==> config.mk <==
export PLATFORM = sky130hd
export DESIGN_NAME = axis_frame_monitor
export DESIGN_NICKNAME = d
export VERILOG_FILES = /design/src/rtl/axis_frame_monitor_pkg.sv /design/src/rtl/axis_frame_monitor_ch.sv /design/src/rtl/axis_frame_monitor.sv
export SDC_FILE = /design/constraint.sdc
export NUM_CORES = 1
export LEC_CHECK = 0
export ABC_AREA = 1
export CORE_MARGIN = 2
export CORE_UTILIZATION = 45
export CTS_BUF_LIST = sky130_fd_sc_hd__clkbuf_8
export DETAILED_ROUTE_END_ITERATION = 12
export GPL_TIMING_DRIVEN = 0
export PLACE_DENSITY_LB_ADDON = 0.12
export SYNTH_ARGS = -nofsm -noshare
export SYNTH_HDL_FRONTEND = slang
export SYNTH_SLANG_ARGS = --single-unit
==> constraint.sdc <==
create_clock -name ACLK -period 4.1 [get_ports ACLK]
set_input_delay 1.23 -clock ACLK [delete_from_list [all_inputs] [get_ports ACLK]]
set_output_delay 1.23 -clock ACLK [all_outputs]
set_load 0.05 [all_outputs]
==> src/rtl/axis_frame_monitor_pkg.sv <==
`default_nettype none
// ============================================================================
// Module      : axis_frame_monitor_pkg
// Description : Shared definitions for the AXI-Stream frame monitor:
//               per-channel FSM state encoding, default counter widths and
//               a helper that sizes the measurement-window counter.
// Revision    : 1.0 - initial release
// ============================================================================
package axis_frame_monitor_pkg;

  // Default configuration
  localparam int DEF_NCH         = 2;
  localparam int DEF_REFCLK_FREQ = 100_000_000;
  localparam int DEF_PWID        = 12;
  localparam int DEF_LWID        = 12;
  localparam int DEF_FWID        = 8;
  localparam int STALL_WID       = 32;

  // Per-channel FSM state encoding (explicit width, legacy-compatible constants)
  localparam logic [0:0] ST_SYNC   = 1'b0;
  localparam logic [0:0] ST_ACTIVE = 1'b1;

  typedef enum logic [0:0] {
    SYNC   = ST_SYNC,
    ACTIVE = ST_ACTIVE
  } ch_state_e;

  // Width of a counter that must hold 0 .. cycles-1 (never narrower than 1)
  function automatic int win_cnt_width(input int cycles);
    return (cycles > 1) ? $clog2(cycles) : 1;
  endfunction

endpackage
`default_nettype wire

==> src/rtl/axis_frame_monitor_ch.sv <==
`default_nettype none
// ============================================================================
// Module      : axis_frame_monitor_ch
// Description : Per-channel AXI-Stream video statistics. Tracks beats per
//               line, lines per frame, SOFs per measurement window and
//               (optionally) stall cycles per window, with sticky line/frame
//               consistency error flags.
// Ports       : clk, rst_n      - clock, asynchronous active-low reset
//               win_pulse       - one-cycle end-of-window strobe (shared)
//               tvalid, tready,
//               tuser, tlast    - monitored stream handshake/sideband
//               err_clr         - clears err_line/err_frame next cycle
//               pixel_cnt       - beats in the last completed line
//               line_cnt        - lines in the last completed frame
//               frame_rate      - SOFs in the last complete window
//               stall_cnt       - valid-without-ready cycles in last window
//               err_line, err_frame, meas_valid - status flags
// Config      : AXIS_FRAME_MONITOR_STALL_EN builds the stall counter;
//               otherwise stall_cnt is tied to zero.
// Revision    : 1.0 - initial release
// ============================================================================
module axis_frame_monitor_ch
  import axis_frame_monitor_pkg::*;
#(
  parameter int PWID = DEF_PWID,
  parameter int LWID = DEF_LWID,
  parameter int FWID = DEF_FWID
) (
  input  logic                 clk,
  input  logic                 rst_n,
  input  logic                 win_pulse,
  input  logic                 tvalid,
  input  logic                 tready,
  input  logic                 tuser,
  input  logic                 tlast,
  input  logic                 err_clr,
  output logic [PWID-1:0]      pixel_cnt,
  output logic [LWID-1:0]      line_cnt,
  output logic [FWID-1:0]      frame_rate,
  output logic [STALL_WID-1:0] stall_cnt,
  output logic                 err_line,
  output logic                 err_frame,
  output logic                 meas_valid
);

  ch_state_e       state;
  logic            beat;
  logic            sof;
  logic            eol;
  logic            active;
  logic [PWID-1:0] pix_acc;
  logic [PWID-1:0] pix_inc;
  logic [PWID-1:0] line_len;
  logic [PWID-1:0] prev_len;
  logic            have_prev;
  logic [LWID-1:0] line_acc;
  logic [LWID-1:0] line_inc;
  logic [FWID-1:0] frm_acc;
  logic            line_err_set;
  logic            frame_err_set;

  assign beat   = tvalid & tready;
  assign sof    = beat & tuser;
  assign eol    = beat & tlast;
  assign active = (state == ACTIVE);

  // Saturating increments
  assign pix_inc  = (&pix_acc)  ? pix_acc  : pix_acc  + 1'b1;
  assign line_inc = (&line_acc) ? line_acc : line_acc + 1'b1;

  // An SOF beat is always beat 1 of a fresh line, whatever preceded it
  assign line_len = sof ? PWID'(1) : pix_inc;

  // First line of a frame has no predecessor, hence the have_prev qualifier
  assign line_err_set  = active & eol & ~sof & have_prev & (line_len != prev_len);
  // Only meaningful once a reference line count has been captured
  assign frame_err_set = active & sof & meas_valid & (line_acc != line_cnt);

  // --------------------------------------------------------------------------
  // Line/frame geometry tracking
  // --------------------------------------------------------------------------
  always_ff @(posedge clk or negedge rst_n) begin
    if (!rst_n) begin
      state      <= SYNC;
      pix_acc    <= '0;
      prev_len   <= '0;
      have_prev  <= 1'b0;
      line_acc   <= '0;
      pixel_cnt  <= '0;
      line_cnt   <= '0;
      meas_valid <= 1'b0;
    end else begin
      case (state)
        SYNC: begin
          // Lock onto the first SOF: seed the accumulators but publish nothing
          if (sof) begin
            state     <= ACTIVE;
            pix_acc   <= eol ? '0 : PWID'(1);
            line_acc  <= eol ? LWID'(1) : '0;
            prev_len  <= PWID'(1);
            have_prev <= eol;
          end
        end
        ACTIVE: begin
          if (beat) begin
            if (eol) begin
              pixel_cnt <= line_len;
              prev_len  <= line_len;
              pix_acc   <= '0;
            end else begin
              pix_acc   <= sof ? PWID'(1) : pix_inc;
            end

            if (sof) begin
              line_cnt   <= line_acc;
              meas_valid <= 1'b1;
              line_acc   <= eol ? LWID'(1) : '0;
              have_prev  <= eol;
            end else if (eol) begin
              line_acc   <= line_inc;
              have_prev  <= 1'b1;
            end
          end
        end
        default: state <= SYNC;
      endcase
    end
  end

  // --------------------------------------------------------------------------
  // Sticky error flags: a set condition overrides a simultaneous clear
  // --------------------------------------------------------------------------
  always_ff @(posedge clk or negedge rst_n) begin
    if (!rst_n) begin
      err_line  <= 1'b0;
      err_frame <= 1'b0;
    end else begin
      err_line  <= line_err_set  | (err_line  & ~err_clr);
      err_frame <= frame_err_set | (err_frame & ~err_clr);
    end
  end

  // --------------------------------------------------------------------------
  // SOFs per window; an SOF on the pulse cycle opens the new window
  // --------------------------------------------------------------------------
  always_ff @(posedge clk or negedge rst_n) begin
    if (!rst_n) begin
      frm_acc    <= '0;
      frame_rate <= '0;
    end else if (win_pulse) begin
      frame_rate <= frm_acc;
      frm_acc    <= sof ? FWID'(1) : '0;
    end else if (sof && !(&frm_acc)) begin
      frm_acc    <= frm_acc + 1'b1;
    end
  end

  // --------------------------------------------------------------------------
  // Stall cycles per window (same window alignment as the SOF count)
  // --------------------------------------------------------------------------
`ifdef AXIS_FRAME_MONITOR_STALL_EN
  logic [STALL_WID-1:0] stall_acc;
  logic                 stall;

  assign stall = tvalid & ~tready;

  always_ff @(posedge clk or negedge rst_n) begin
    if (!rst_n) begin
      stall_acc <= '0;
      stall_cnt <= '0;
    end else if (win_pulse) begin
      stall_cnt <= stall_acc;
      stall_acc <= stall ? STALL_WID'(1) : '0;
    end else if (stall && !(&stall_acc)) begin
      stall_acc <= stall_acc + 1'b1;
    end
  end
`else
  assign stall_cnt = '0;
`endif

endmodule
`default_nettype wire

==> src/rtl/axis_frame_monitor.sv <==
`default_nettype none
// ============================================================================
// Module      : axis_frame_monitor
// Description : Multi-channel AXI-Stream video frame monitor. Owns the shared
//               measurement-window timer and instantiates one
//               axis_frame_monitor_ch per monitored channel.
// Ports       : ACLK, ARESETN   - clock, asynchronous active-low reset
//               AXIS_TVALID/TREADY/TUSER/TLAST [NCH] - monitored streams
//               ERR_CLR [NCH]   - per-channel sticky error clear
//               PIXEL_CNT  [NCH*PWID] - beats in last completed line
//               LINE_CNT   [NCH*LWID] - lines in last completed frame
//               FRAME_RATE [NCH*FWID] - SOFs in last complete window
//               STALL_CNT  [NCH*32]   - stall cycles in last window
//               ERR_LINE, ERR_FRAME, MEAS_VALID [NCH] - status flags
// Config      : AXIS_FRAME_MONITOR_STALL_EN enables stall counting.
// Revision    : 1.0 - initial release
// ============================================================================
module axis_frame_monitor
  import axis_frame_monitor_pkg::*;
#(
  parameter int NCH         = DEF_NCH,
  parameter int REFCLK_FREQ = DEF_REFCLK_FREQ,
  parameter int PWID        = DEF_PWID,
  parameter int LWID        = DEF_LWID,
  parameter int FWID        = DEF_FWID
) (
  input  logic                     ACLK,
  input  logic                     ARESETN,
  input  logic [NCH-1:0]           AXIS_TVALID,
  input  logic [NCH-1:0]           AXIS_TREADY,
  input  logic [NCH-1:0]           AXIS_TUSER,
  input  logic [NCH-1:0]           AXIS_TLAST,
  input  logic [NCH-1:0]           ERR_CLR,
  output logic [NCH*PWID-1:0]      PIXEL_CNT,
  output logic [NCH*LWID-1:0]      LINE_CNT,
  output logic [NCH*FWID-1:0]      FRAME_RATE,
  output logic [NCH-1:0]           ERR_LINE,
  output logic [NCH-1:0]           ERR_FRAME,
  output logic [NCH-1:0]           MEAS_VALID,
  output logic [NCH*STALL_WID-1:0] STALL_CNT
);

  localparam int             WCW      = win_cnt_width(REFCLK_FREQ);
  localparam logic [WCW-1:0] WIN_LAST = WCW'(REFCLK_FREQ - 1);

  logic [WCW-1:0] win_cnt;
  logic           win_pulse;

  // Pulse on the last cycle of each REFCLK_FREQ-cycle window
  assign win_pulse = (win_cnt == WIN_LAST);

  always_ff @(posedge ACLK or negedge ARESETN) begin
    if (!ARESETN) begin
      win_cnt <= '0;
    end else begin
      win_cnt <= win_pulse ? '0 : win_cnt + 1'b1;
    end
  end

  generate
    for (genvar i = 0; i < NCH; i++) begin : g_ch
      axis_frame_monitor_ch #(
        .PWID (PWID),
        .LWID (LWID),
        .FWID (FWID)
      ) u_ch (
        .clk        (ACLK),
        .rst_n      (ARESETN),
        .win_pulse  (win_pulse),
        .tvalid     (AXIS_TVALID[i]),
        .tready     (AXIS_TREADY[i]),
        .tuser      (AXIS_TUSER[i]),
        .tlast      (AXIS_TLAST[i]),
        .err_clr    (ERR_CLR[i]),
        .pixel_cnt  (PIXEL_CNT[i*PWID +: PWID]),
        .line_cnt   (LINE_CNT[i*LWID +: LWID]),
        .frame_rate (FRAME_RATE[i*FWID +: FWID]),
        .stall_cnt  (STALL_CNT[i*STALL_WID +: STALL_WID]),
        .err_line   (ERR_LINE[i]),
        .err_frame  (ERR_FRAME[i]),
        .meas_valid (MEAS_VALID[i])
      );
    end
  endgenerate

endmodule
`default_nettype wire

==> results of run 1 <==
-- final cells by class --
class,instances,area (sq um)
tap,285,357
inverter,187,707
multi-input combinational,923,4570
clock buffer,17,234
sequential,189,4730
buffer,97,669
clock inverter,15,191
fill,2223,10400
timing repair buffer,82,843
-- sequential cells by signal, summed over array words and instances, names as in the netlist --
name	cells
win_cnt	27
g_ch.u_ch.line_acc	24
g_ch.u_ch.line_cnt	24
g_ch.u_ch.pix_acc	24
g_ch.u_ch.pixel_cnt	24
g_ch.u_ch.prev_len	24
g_ch.u_ch.frame_rate	16
g_ch.u_ch.frm_acc	16
g_ch.u_ch.active	2
g_ch.u_ch.err_frame	2
g_ch.u_ch.err_line	2
g_ch.u_ch.have_prev	2
g_ch.u_ch.meas_valid	2
-- routing by layer --
metal  vias up  track usage [%]  wire length [um]
met5         -                0                 0
met4         0             4.76               239
met3        19             3.49               962
met2       174             32.5             11200
met1      4122             30.0             12000
li1       4507                -                 -
-- stage by stage --
stage / cell area (sq um) / hold slack, ps / cells / setup WS, ps
3_3_place_gp: 11800 / 459 / 1762 / -6420
4_1_cts: 12300 / 485 / 1795 / 1020
2_1_floorplan: 10700 / 450 / 1396 / 1650
6_report: 12300 / 483 / 1795 / 1000
5_1_grt: 12300 / 513 / 1795 / 874
3_5_place_dp: 11900 / 462 / 1763 / 506
-- cell usage after synthesis (all sizes together) --
cell	instances
clkbuf	18
nand2	332
nor2	108
conb	1
nor4	12
xnor2	4
buf	79
o311ai	1
o31ai	2
o21bai	2
or3	1
and3	1
nand3b	2
nand3	115
or2	4
nor3	26
a21oi	32
xor2	33
a22oi	1
inv	187
dfrtp	189
o221ai	3
nand4	38
ha	7
o21a	1
a31oi	2
o22ai	20
o21ai	109
a21boi	2
a211oi	1
-- cells by family (layout without fill, tap and decap cells) --
group / count (synthesis) / count (layout) / share of synthesized area, %
AND/OR/NAND/NOR: 639 / 639 / 27.8
buffers and inverters: 284 / 398 / 13.2
flip-flops: 189 / 189 / 45.3
other: 1 / 64 / 0.0359
adder cells (fa/ha/maj): 7 / 7 / 0.839
XOR/XNOR: 37 / 37 / 3.10
AO/OA/AOI/OAI: 176 / 176 / 9.78
-- report_power, final --
part	leakage [nW]	total, W	internal [W]	switching (W)
Combinational	3.32	0.00128	0.000415	0.000868
Clock	0.208	0.00133	0.000615	0.000718
Sequential	2.51	0.00221	0.00205	0.000164
Total	6.03	0.00483	0.00308	0.00175
-- final timing paths --
path	start	to	slack, ps	cells past startpoint
min in group asynchronous	ARESETN	g_ch[0].u_ch.line_cnt[4]	750	1
min reg2reg	g_ch[0].u_ch.frame_rate[5]	g_ch[0].u_ch.frame_rate[5]	480	2
max reg2reg	win_cnt[0]	win_cnt[18]	1850	11
max	AXIS_TVALID[0]	g_ch[0].u_ch.pix_acc[6]	1000	9
min	g_ch[0].u_ch.frame_rate[5]	g_ch[0].u_ch.frame_rate[5]	480	2
max in group asynchronous	ARESETN	g_ch[1].u_ch.line_acc[11]	2400	2
-- critical path, stage by stage --
cell and delay [ps]:
clkdlybuf4s50_1 460, nand2_1 120, nor2_2 400, inv_2 180, buf_2 240, nand2_1 140
inv_1 160, nand3_1 330, o22ai_1 170
==> run_results.csv, run 1 <==
group,metric,value,unit
worst_setup_path,crit_type,"input port to flip-flop",
routing,drt_pass1_iterations,5,
power,p_leak,6.03,nW
sta,max_slew_margin,52.9,%
clock_network,clock-sinks,189,
sta,fin_crit,3100,ps
sta,skew,12.2,ps
routing,drtIter0Drc,525,
sta,rsz0062_at_grt,"no",
yosys,yosysTopAreaCell,"dfrtp_1",
clock_network,cts_resized,0,
yosys,synth_warnings,0,
yosys,yosys.cell_types.count,48,
cells_and_area,mostFrequentLayoutCell,"nand2_1",
worst_setup_path,crit_fanout,10,
sta,hold_viol,0,
worst_setup_path,worstSetupEndpointType,"flip-flop",
run,maxCapViolCount,0,
place,io_buffers,81,
global_route,grt_util_all_layers,20.7,%
sta,post-route-period-util,75.5,%
cells_and_area,diodes,0,
cells_and_area,drive_gt1_share,11.7,%
routing,wl_per_cell,13.6,um
clock_network,path_clk_slew,100,ps
global_route,antenna_found_initial,0,
clock_network,cts-root-buf,"clkbuf_8",
sta,finalSetupViolCount,0,
clock_network,clock_path_buffers,2,
routing,drc,0,
clock_network,cts_tree,"built",
clock_network,htreeDepth,4,
routing,antenna_left,0,
die,start_util,46.0,%
die,num_rows,55,
routing,wl,24400,um
routing,num_vias,8822,
global_route,grt_max_degree,101,
power,ir_drop,0.209,mV
yosys,synth_area_leaders,"dfrtp_1 45%, nand2_1 12%, inv_1 6.4%, nand3_1 5.3%, buf_4 5.0%",
global_route,grt_pass1_wl,40800,um
power,power_per_cell_area,393,mW/mm^2
cells_and_area,area_growth,17.8,%
yosys,avgSynthCellArea,7.83,sq um
die,die_y,156,um
worst_setup_path,cp-start-kind,"input port",
place,dp.final_hpwl,17700,um
worst_hold_path,min_path_type,"flip-flop to flip-flop",
power,finalPower,0.00483,W
yosys,syn_inst,1333,
yosys,synthesis.area,0.0104,sq mm
sta,finalSetupTns,0,ps
sta,drv_slew,0,
clock_network,cts_setup_buffers,0,
die,io_pins,146,
cells_and_area,mostFrequentLayoutCells,"322 x nand2_1, 189 x dfrtp_1, 180 x inv_1, 111 x nand3_1, 99 x nor2_1",
clock_network,insertion_delay,470,ps
die,core,0.0227,sq mm
status,status,"finished clean",
die,die_area,0.0244,sq mm
sta,worst_slew_pin_slew,707,ps
worst_setup_path,cp.arrival,3430,ps
cells_and_area,final_util,54.2,%
routing,viasPerCell,4.91,
global_route,grt_pass1_vias,8233,
yosys,synth_top_area_share,45.3,%
clock_network,hold_buffers,0,
place,gp_congestion,0.839,
worst_setup_path,cp_data_required_time,4440,ps
yosys,ys_ff_latch,189,
sta,max_freq,323,MHz
yosys,synth_seq_area_share,45.3,%
die,fp.dieW,156,um
global_route,grt_overflow,0,
cells_and_area,final_nets,1516,
clock_network,numCtsBuffers,17,
Power figures use the tool's default switching activity.
==> inputs of run 2 (changes only) <==
==> constraint.sdc (replaced) <==
create_clock -name ACLK -period 2.75 [get_ports ACLK]
set_input_delay 0.825 -clock ACLK [delete_from_list [all_inputs] [get_ports ACLK]]
set_output_delay 0.825 -clock ACLK [all_outputs]
set_load 0.05 [all_outputs]
==> run_results.csv, run 2 (synthesis results as in run 1) <==
group,metric,value,unit
sta,hold_ws,339,ps
sta,post-route-period-util,94.2,%
worst_setup_path,cp_cell_sequence,"buf_4, clkdlybuf4s50_1",
worst_setup_path,crit_fanout,3,
worst_setup_path,cp.arrival,1760,ps
die,io_pins,146,
cells_and_area,diodes,0,
cells_and_area,final_area,0.0123,sq mm
routing,viasPerCell,4.91,
worst_setup_path,worstSetupEndpointType,"primary output",
clock_network,cts_setup_buffers,0,
routing,drt_pass1_iterations,5,
sta,max_freq,386,MHz
routing,drc,0,
clock_network,cts_tree,"built",
clock_network,clock_path_buffers,2,
worst_setup_path,path_delay_family,"buffers and inverters",
sta,rsz0062_at_grt,"no",
worst_setup_path,r2r-end,"win_cnt[18]",
global_route,antenna_found_initial,0,
sta,max_slew_margin,53.0,%
routing,drtIter0Drc,542,
die,fp.dieW,156,um
place,place_area,0.0119,sq mm
sta,drv_slew,0,
sta,fin_crit,2590,ps
place,gp_congestion,0.839,
cells_and_area,drive_gt1_share,11.7,%
die,die_area,0.0244,sq mm
die,start_util,46.0,%
die,die_y,156,um
clock_network,insertion_delay,480,ps
power,p_leak,6.04,nW
worst_setup_path,cp-start-kind,"flip-flop",
cells_and_area,mostFrequentLayoutCell,"nand2_1",
place,placed_cells,1763,
power,power_per_cell_area,585,mW/mm^2
global_route,grt_max_degree,101,
sta,hold_viol,0,
worst_setup_path,crit_type,"flip-flop to primary output",
worst_setup_path,reg2reg_slack,530,ps
worst_hold_path,min_path_type,"input port to asynchronous set/reset pin",
worst_setup_path,cp_slowest_stage_delay,780,ps
die,core,0.0227,sq mm
power,ir_drop,0.311,mV
global_route,grt_overflow,0,
die,num_rows,55,
clock_network,path_clk_slew,100,ps
routing,num_vias,8808,
sta,finalSetupTns,0,ps
worst_setup_path,critical_path_buf_inv_count,2,
status,status,"finished clean",
sta,finalSetupViolCount,0,
worst_setup_path,reg2regPathDepth,11,
cells_and_area,instances_no_fill,1795,
worst_setup_path,cp_data_required_time,1930,ps
sta,worst_slew_pin_slew,705,ps
cells_and_area,largest_reg_flops,27,
sta,skew,13.2,ps
clock_network,htreeDepth,4,
global_route,grt_pass1_wl,40800,um
cells_and_area,mostFrequentLayoutCells,"322 x nand2_1, 189 x dfrtp_1, 180 x inv_1, 111 x nand3_1, 99 x nor2_1",
worst_setup_path,worstReg2RegStart,"win_cnt[0]",
place,io_buffers,81,
place,dp.final_hpwl,17700,um
cells_and_area,final_nets,1516,
worst_setup_path,crit_slowest_cell,"clkdlybuf4s50_1",
global_route,grt_util_all_layers,20.7,%
routing,wl,24300,um
clock_network,clock-sinks,189,
global_route,grt_pass1_vias,8233,
routing,antenna_left,0,
clock_network,numCtsBuffers,17,
clock_network,cts-root-buf,"clkbuf_8",
cells_and_area,largest-register,"win_cnt",
cells_and_area,area_growth,17.9,%
run,maxCapViolCount,0,
routing,wl_per_cell,13.6,um
-- run 2: changes by cell type in the layout (fill, tap and decap cells not counted) --
cell      before  now
clkbuf_1      18   17
clkbuf_2       0    1
nor2_2         6    5
nor2_4         3    4
-- run 2: power by group --
part / total (W) / switching [W] / internal [W]
registers: 0.00330 / 0.000243 / 0.00306
logic: 0.00191 / 0.00129 / 0.000619
clock network: 0.00198 / 0.00107 / 0.000916
total: 0.00720 / 0.00260 / 0.00459
-- run 2: layer usage --
| layer | part of all wire, % | wire [um] | up-vias | track usage, % |
|---|---|---|---|---|
| met5 | 0 | 0 | - | 0 |
| met4 | 0.82 | 199 | 0 | 4.76 |
| met3 | 3.9 | 941 | 17 | 3.49 |
| met2 | 46 | 11200 | 174 | 32.5 |
| met1 | 49 | 12000 | 4109 | 30.0 |
| li1 | - | - | 4508 | - |
-- run 2: area by class of cell --
type                            count  area, sq um
Buffer                             97          671
Clock buffer                       17          234
Clock inverter                     15          191
Fill cell                        2221        10400
Inverter                          187          707
Multi-Input combinational cell    923         4580
Sequential cell                   189         4730
Tap cell                          285          357
Timing Repair Buffer               82          843
-- run 2: what timing repair did --
action / 4_1_cts / 5_1_grt
hold buffers: 0 / 0
gates resized for setup: 0 / 3
endpoints found under the setup margin: 0 / 21
-- run 2: metrics by stage --
| stage | setup slack (ps) | total power, W | utilization [%] |
|---|---|---|---|
| 5_1_grt | 63.5 | 0.00761 | 54.2 |
| 2_1_floorplan | 703 | 0.00471 | - |
| 3_3_place_gp | -7360 | 0.00525 | 52.2 |
| 3_5_place_dp | -439 | 0.00528 | 52.3 |
| 4_1_cts | 72.4 | 0.00726 | 54.2 |
| 6_report | 160 | 0.00720 | 54.2 |
-- run 2: worst max path at each step --
stage | startpoint | endpoint | slack (ps) | cells past startpoint
after floorplan | AXIS_TVALID[0] | g_ch[0].u_ch.pix_acc[1] | 700 | 8
final | g_ch[1].u_ch.meas_valid | MEAS_VALID[1] | 160 | 2
after global routing | AXIS_TVALID[0] | g_ch[0].u_ch.pix_acc[6] | 60 | 9
after CTS | AXIS_TVALID[0] | g_ch[0].u_ch.prev_len[9] | 70 | 8
after global placement | ARESETN | g_ch[1].u_ch.line_cnt[3] | -7360 | 1
after detailed placement | AXIS_TVALID[0] | g_ch[0].u_ch.prev_len[9] | -440 | 8
